`src/rtl/multicycle_controller.sv`:
```
// Main control FSM of the multi-cycle RISC-V core: sequences the shared ALU, memory port and extender.
// State advances one step per cycle; FETCH, MEMREAD and MEMWRITE stall until i_memReady.
module multicycle_controller (
    input  logic        i_clk,
    input  logic        i_rst,
    input  logic [31:0] i_instruction,
    input  logic        i_zero,
    input  logic        i_memReady,
    output logic        o_pcWrite,
    output logic        o_adrSrc,
    output logic        o_memWrite,
    output logic        o_irWrite,
    output logic        o_regWrite,
    output logic [1:0]  o_resultSrc,
    output logic [1:0]  o_aluSrcA,
    output logic [1:0]  o_aluSrcB,
    output logic [1:0]  o_aluOp,
    output logic [1:0]  o_immSrc,
    output logic        o_illegal,
    output logic [3:0]  o_state
);
    typedef enum logic [3:0] {
        S_FETCH    = 4'd0,
        S_DECODE   = 4'd1,
        S_MEMADR   = 4'd2,
        S_MEMREAD  = 4'd3,
        S_MEMWB    = 4'd4,
        S_MEMWRITE = 4'd5,
        S_EXECUTER = 4'd6,
        S_EXECUTEI = 4'd7,
        S_ALUWB    = 4'd8,
        S_BEQ      = 4'd9,
        S_JAL      = 4'd10,
        S_TRAP     = 4'd11
    } state_t;

    localparam logic [6:0] OP_LW   = 7'b0000011;
    localparam logic [6:0] OP_SW   = 7'b0100011;
    localparam logic [6:0] OP_R    = 7'b0110011;
    localparam logic [6:0] OP_I    = 7'b0010011;
    localparam logic [6:0] OP_BR   = 7'b1100011;
    localparam logic [6:0] OP_JAL  = 7'b1101111;

    state_t      state_q, state_d;
    logic [6:0]  opcode;
    logic [2:0]  funct3;
    logic        pc_we, mem_we, ir_we, reg_we;
    logic        unused_bits;

    assign opcode      = i_instruction[6:0];
    assign funct3      = i_instruction[14:12];
    assign unused_bits = ^{i_instruction[31:15], i_instruction[11:7]};

    always_comb begin
        state_d = state_q;
        case (state_q)
            S_FETCH:    if (i_memReady) state_d = S_DECODE;
            S_DECODE: begin
                if (opcode == OP_LW || opcode == OP_SW)       state_d = S_MEMADR;
                else if (opcode == OP_R)                      state_d = S_EXECUTER;
                else if (opcode == OP_I)                      state_d = S_EXECUTEI;
                else if (opcode == OP_BR && funct3 == 3'b000) state_d = S_BEQ;
                else if (opcode == OP_JAL)                    state_d = S_JAL;
                else                                          state_d = S_TRAP;
            end
            // Opcode cannot change after DECODE, so anything but lw/sw here is corruption.
            S_MEMADR: begin
                if (opcode == OP_LW)      state_d = S_MEMREAD;
                else if (opcode == OP_SW) state_d = S_MEMWRITE;
                else                      state_d = S_TRAP;
            end
            S_MEMREAD:  if (i_memReady) state_d = S_MEMWB;
            S_MEMWB:    state_d = S_FETCH;
            S_MEMWRITE: if (i_memReady) state_d = S_FETCH;
            S_EXECUTER: state_d = S_ALUWB;
            S_EXECUTEI: state_d = S_ALUWB;
            S_ALUWB:    state_d = S_FETCH;
            S_BEQ:      state_d = S_FETCH;
            S_JAL:      state_d = S_ALUWB;
            S_TRAP:     state_d = S_TRAP;
            default:    state_d = S_TRAP;
        endcase
    end

    always_ff @(posedge i_clk or posedge i_rst) begin
        if (i_rst) state_q <= S_FETCH;
        else       state_q <= state_d;
    end

    always_comb begin
        pc_we       = 1'b0;
        mem_we      = 1'b0;
        ir_we       = 1'b0;
        reg_we      = 1'b0;
        o_adrSrc    = 1'b0;
        o_resultSrc = 2'b00;
        o_aluSrcA   = 2'b00;
        o_aluSrcB   = 2'b00;
        o_aluOp     = 2'b00;
        case (state_q)
            S_FETCH: begin
                o_aluSrcB   = 2'b10;
                o_resultSrc = 2'b10;
                ir_we       = i_memReady;
                pc_we       = i_memReady;
            end
            S_DECODE: begin
                o_aluSrcA = 2'b01;
                o_aluSrcB = 2'b01;
            end
            S_MEMADR: begin
                o_aluSrcA = 2'b10;
                o_aluSrcB = 2'b01;
            end
            S_MEMREAD:  o_adrSrc = 1'b1;
            S_MEMWB: begin
                o_resultSrc = 2'b01;
                reg_we      = 1'b1;
            end
            S_MEMWRITE: begin
                o_adrSrc = 1'b1;
                mem_we   = 1'b1;
            end
            S_EXECUTER: begin
                o_aluSrcA = 2'b10;
                o_aluOp   = 2'b10;
            end
            S_EXECUTEI: begin
                o_aluSrcA = 2'b10;
                o_aluSrcB = 2'b01;
                o_aluOp   = 2'b10;
            end
            S_ALUWB:    reg_we = 1'b1;
            S_BEQ: begin
                o_aluSrcA = 2'b10;
                o_aluOp   = 2'b01;
                pc_we     = i_zero;
            end
            S_JAL: begin
                o_aluSrcA = 2'b01;
                o_aluSrcB = 2'b10;
                pc_we     = 1'b1;
            end
            default: ;
        endcase
    end

    always_comb begin
        case (opcode)
            OP_SW:   o_immSrc = 2'b01;
            OP_BR:   o_immSrc = 2'b10;
            OP_JAL:  o_immSrc = 2'b11;
            default: o_immSrc = 2'b00;
        endcase
    end

    // Reset gating keeps FETCH's ready-driven enables quiet while i_rst is held.
    assign o_pcWrite  = pc_we  & ~i_rst;
    assign o_memWrite = mem_we & ~i_rst;
    assign o_irWrite  = ir_we  & ~i_rst;
    assign o_regWrite = reg_we & ~i_rst;
    assign o_illegal  = (state_q == S_TRAP) & ~i_rst;
    assign o_state    = state_q;
endmodule

```
`config.mk`:
```
export PLATFORM = sky130hd
export DESIGN_NAME = multicycle_controller
export DESIGN_NICKNAME = d
export VERILOG_FILES = /design/src/rtl/multicycle_controller.sv
export SDC_FILE = /design/constraint.sdc
export NUM_CORES = 1
export LEC_CHECK = 0
export CORE_MARGIN = 2
export CORE_UTILIZATION = 31
export DETAILED_ROUTE_END_ITERATION = 7
export PLACE_DENSITY_LB_ADDON = 0.08
export SLEW_MARGIN = 40
export SYNTH_ARGS = -nofsm -noshare
export SYNTH_HDL_FRONTEND = slang
export SYNTH_SLANG_ARGS = --single-unit
```
`constraint.sdc`:
```
create_clock -name i_clk -period 3.8 [get_ports i_clk]
set_input_delay 0.38 -clock i_clk [delete_from_list [all_inputs] [get_ports i_clk]]
set_output_delay 0.38 -clock i_clk [all_outputs]
set_load 0.03 [all_outputs]
```
**Word level (Yosys, flattened, before mapping)**

Cells that the tools add are included.

- Equality and inequality tests: 20
- Muxes and demuxes: 21
- Bitwise operators: 6
- Reduce and logical (&&, ||, !) cells: 14

Operators by type and width:

| operator | count |
|---|---|
| two-way mux 4 bit | 8 |
| one-hot mux 4 bit (7 select lines) | 1 |
| equality test 4 x 3 -> 1 bit (second input constant) | 4 |
| equality test 4 bit (second input constant) | 4 |
| one-hot mux 2 bit (2 select lines) | 4 |
| equality test 7 x 6 -> 1 bit (second input constant) | 2 |
| equality test 7 bit (second input constant) | 2 |
| OR reduction 2 bit | 5 |
| OR reduction 3 bit | 3 |
| equality test 4 x 2 -> 1 bit (second input constant) | 2 |
| equality test 7 x 2 -> 1 bit (second input constant) | 1 |
| equality test 7 x 5 -> 1 bit (second input constant) | 1 |
| != test 2 bit (second input constant) | 3 |
| one-hot mux 2 bit (3 select lines) | 1 |
| AND 1 bit | 5 |
| two-way mux 1 bit | 5 |
| equality test 4 x 1 -> 1 bit (second input constant) | 1 |
| zero test 4 bit | 1 |
| OR reduction 4 bit | 1 |
| zero test 3 bit | 1 |
| one-hot mux 1 bit (3 select lines) | 1 |
| AND reduction 3 bit | 1 |
| two-way mux 2 bit | 1 |
| logical AND 1 bit | 1 |
| other kinds (2) | 2 |

- Register bits after elaboration: 4
- Bits of input ports: 36
- Output and inout bits: 20

**Longest topological paths before layout**

- Depth after elaboration: 7
- Mapped depth: 6
- Depth with buffers taken out: 4

**Worst setup path after synthesis**

OpenSTA, ideal clock, no wires.

- Kind: register to output
- Start: reg state_q[3], in the netlist o_state[3]
- End: out o_regWrite
- Arrival time: 2611 ps
- Required time: 3420 ps
- Setup slack: 809 ps
- Cell stages (with the launch flop): 4
- Buffers on the path: 1
- Cells stage by stage: dfrtp_1 -> clkbuf_1 -> nand2_1 -> a2111oi_0

- Cells in the longest elaborated chain, start to end: 4
- Elaborated cells on any way between the ends: 5
- Classes of those cells: 2 x eq/ne; 1 x mux; 1 x bitwise; 1 x reduce/logical

Ends and longest elaborated chain:

| element | RTL line | text |
|---|---|---|
| from (decl) | 44 | `state_t state_q, state_d;` |
| from (signal assigned) | 87 | `else state_q <= state_d;` |
| equality test 4 bit / equality test 4 x 3 -> 1 bit (equally long branches) | 100 | `case (state_q)` |
| OR reduction 2 bit (no line) * | n/a |  |
| two-way mux 1 bit * | 100 |  |
| AND 1 bit * | 161 | `assign o_regWrite = reg_we & ~i_rst;` |
| to (decl) | 13 | `output logic o_regWrite,` |

Every way passes the cells marked *; elsewhere a longest branch is shown, timed or not.

**Worst setup path after layout**

- Start: reg state_q[2], in the netlist o_state[2]
- End: out o_regWrite

Same word-level chain as after synthesis.

==> results.cfg <==
[global_routing]
overflow = 0
grt_pass1_wl_um = 2610
grt_start_max_net_pins = 23
grtUsageTotal_pct = 16.7
grt_pass1_vias = 610
antenna_found_initial = 0

[floorplan]
start_util_pct = 33.1
die_w_um = 46.9
core_mm2 = 0.00173
ioPinCount = 56
fp-row-count = 15
die_area_mm2 = 0.00220
dieHeight_um = 46.9

[sta]
tightest_slew_ns = 0.619
finClkSkew_ns = 0.00301
period_share_pct = 70.5
hold_viol = 0
setup_viol = 0
relSlewSlack_pct = 58.7
max_freq_mhz = 373
rsz0062_at_grt = no
final_max_slew_viol_count = 0
fin_setup_tns_ns = 0
min_period_ns = 2.68

[setup_path]
cp-start-kind = flop
reg2reg_to = o_state[0]
r2r_start = o_state[1]
ff2ff_setup_slack_ns = 2.07
path_class = reg2out
reg2reg_depth = 4
arrival_ns = 2.30
cp-end-kind = output pin
required_ns = 3.42
worstPathMaxFanout = 14

[detailed_routing]
drtIter0Drc = 18
ant_nets = 0
drt_wl_total_um = 1750
dr_total_vias = 763
drc_errors = 0
drt_pass1_iterations = 4
wl_per_cell_um = 12.2
vias_per_cell = 5.30

[power_and_ir_drop]
total_power_mw = 0.771
powerDensity_mw_per_mm2 = 826
ir_worst_vdd_mv = 0.611
p_leak_nw = 0.332

[finish]
finish.net_count = 157
largest_reg_flops = 4
final_common_cell = clkdlybuf4s50_1
area_delta_synth_final_pct = 63.2
final_util_pct = 54.1
drive_gt1_share_pct = 5.04
diodes = 0
final_cell_mix = clkdlybuf4s50_1, nor2_1, nor3_1

[status]
status = finished, final reports clean

[logic_synthesis]
synth.avg_cell_area_um2 = 6.42
ys_seq_area_share_pct = 17.5
syn_inst = 89
synth_fa_ha_area_share_pct = 0
ys_warn_count = 0
yosys.area_share.xor_xnor_pct = 3.06
synth_cell_types = 34
synthSimpleGateAreaFrac_pct = 44.4
netlist_area_um2 = 572
synth-compound-area-share_pct = 28.4
synthMuxAreaShare_pct = 0
synth_top_family_by_area = simple AND/OR/NAND/NOR gates
syn_nets = 125
yosys_register_bits = 4

[run]
max_cap_violations = 0

[cts]
cts_resized = 0
clk_pin_slew_ns = 0.04
hold_buffers = 0
postCtsSetupRepairBufs = 0
clockRootBuffer = clkbuf_4
htree_levels = 1
clockBufferDepth = 2
cts_sinks = 4
cts_tree = yes
numCtsBuffers = 3
clock_latency_ns = 0.24

[hold_path]
min_path_type = in2async

[placed_design]
dp_hpwl_um = 1280
io_buffer_count = 33
gp_congestion = 0.806
## layout make-up
class,count,area [um2]
Clock buffer,3,22.5
Fill cell,178,793
Inverter,4,15.0
Multi-Input combinational cell,75,434
Sequential cell,4,100
Tap cell,25,31.3
Timing Repair Buffer,33,330
## power breakdown
part	leakage (nW)	switching (mW)	internal (mW)
Combinational	0.269	0.314	0.252
Sequential	0.0491	0.0906	0.0620
Clock	0.0138	0.0172	0.0353
## metrics by stage
| stage | instance area [um2] | hold slack (ns) | worst slack, ns | instances |
|---|---|---|---|---|
| 3_5_place_dp | 911 | 0.764 | 1.16 | 141 |
| 6_report | 933 | 0.505 | 1.12 | 144 |
| 2_1_floorplan | 572 | 0.146 | 0.809 | 89 |
| 5_1_grt | 933 | 0.541 | 0.969 | 144 |
| 4_1_cts | 933 | 0.520 | 1.13 | 144 |
| 3_3_place_gp | 911 | 0.759 | 1.17 | 141 |
## cells in the mapped netlist
cell	instances	share of area [%]
nor2_1	12	7.9
nor3_1	9	7.9
nand2_1	7	4.6
a21oi_1	6	5.3
o21ai_0	6	5.3
nand2b_1	5	5.5
clkbuf_1	4	2.6
dfrtp_1	4	18
inv_1	4	2.6
nor2b_1	4	4.4
buf_1	2	1.3
nand3_1	2	1.8
nand4_1	2	2.2
or4_1	2	2.6
a2111oi_0	1	1.5
a211o_1	1	1.5
a211oi_1	1	1.3
a221o_1	1	1.8
a31oi_1	1	1.1
a32o_1	1	1.8
a32oi_1	1	1.5
and3_1	1	1.1
and4_1	1	1.5
nor4_1	1	1.1
o211a_1	1	1.8
o221ai_1	1	1.5
o22a_1	1	1.5
o22ai_1	1	1.1
o41ai_1	1	1.5
or2_2	1	1.1
or3_2	1	1.3
or3b_2	1	1.5
xnor2_1	1	1.5
xor2_1	1	1.5
## worst max path at each step
stage,start,end,slack (ns),cells past startpoint
CTS,o_state[2],o_regWrite,1.13,4
finish,o_state[2],o_regWrite,1.12,4
global route,o_state[2],o_regWrite,0.97,4
floorplan,o_state[3],o_regWrite,0.81,3
global placement,i_instruction[2],o_immSrc[0],1.17,4
detailed placement,i_instruction[2],o_immSrc[0],1.16,4
## routing by layer
layer  up-vias  GRT usage (%)  wire [um]
met5         -              0          0
met4         0           5.00          0
met3         0           5.00        142
met2        37           27.4        826
met1       334           21.1        781
li1        392              -          -
## critical path: stages (launching register included)
cell             delay (ns)
dfrtp_1                0.53
inv_1                  0.22
nand2_1                0.15
a2111oi_0              0.41
clkdlybuf4s50_1        0.74
## cells by family after synthesis
group                     Yosys count
buffers and inverters              10
xor gates and xnor gates            2
and+or+nand+nor                    49
DFF                                 4
AOI/OAI and AO/OA                  24
Power figures use the tool's default switching activity.
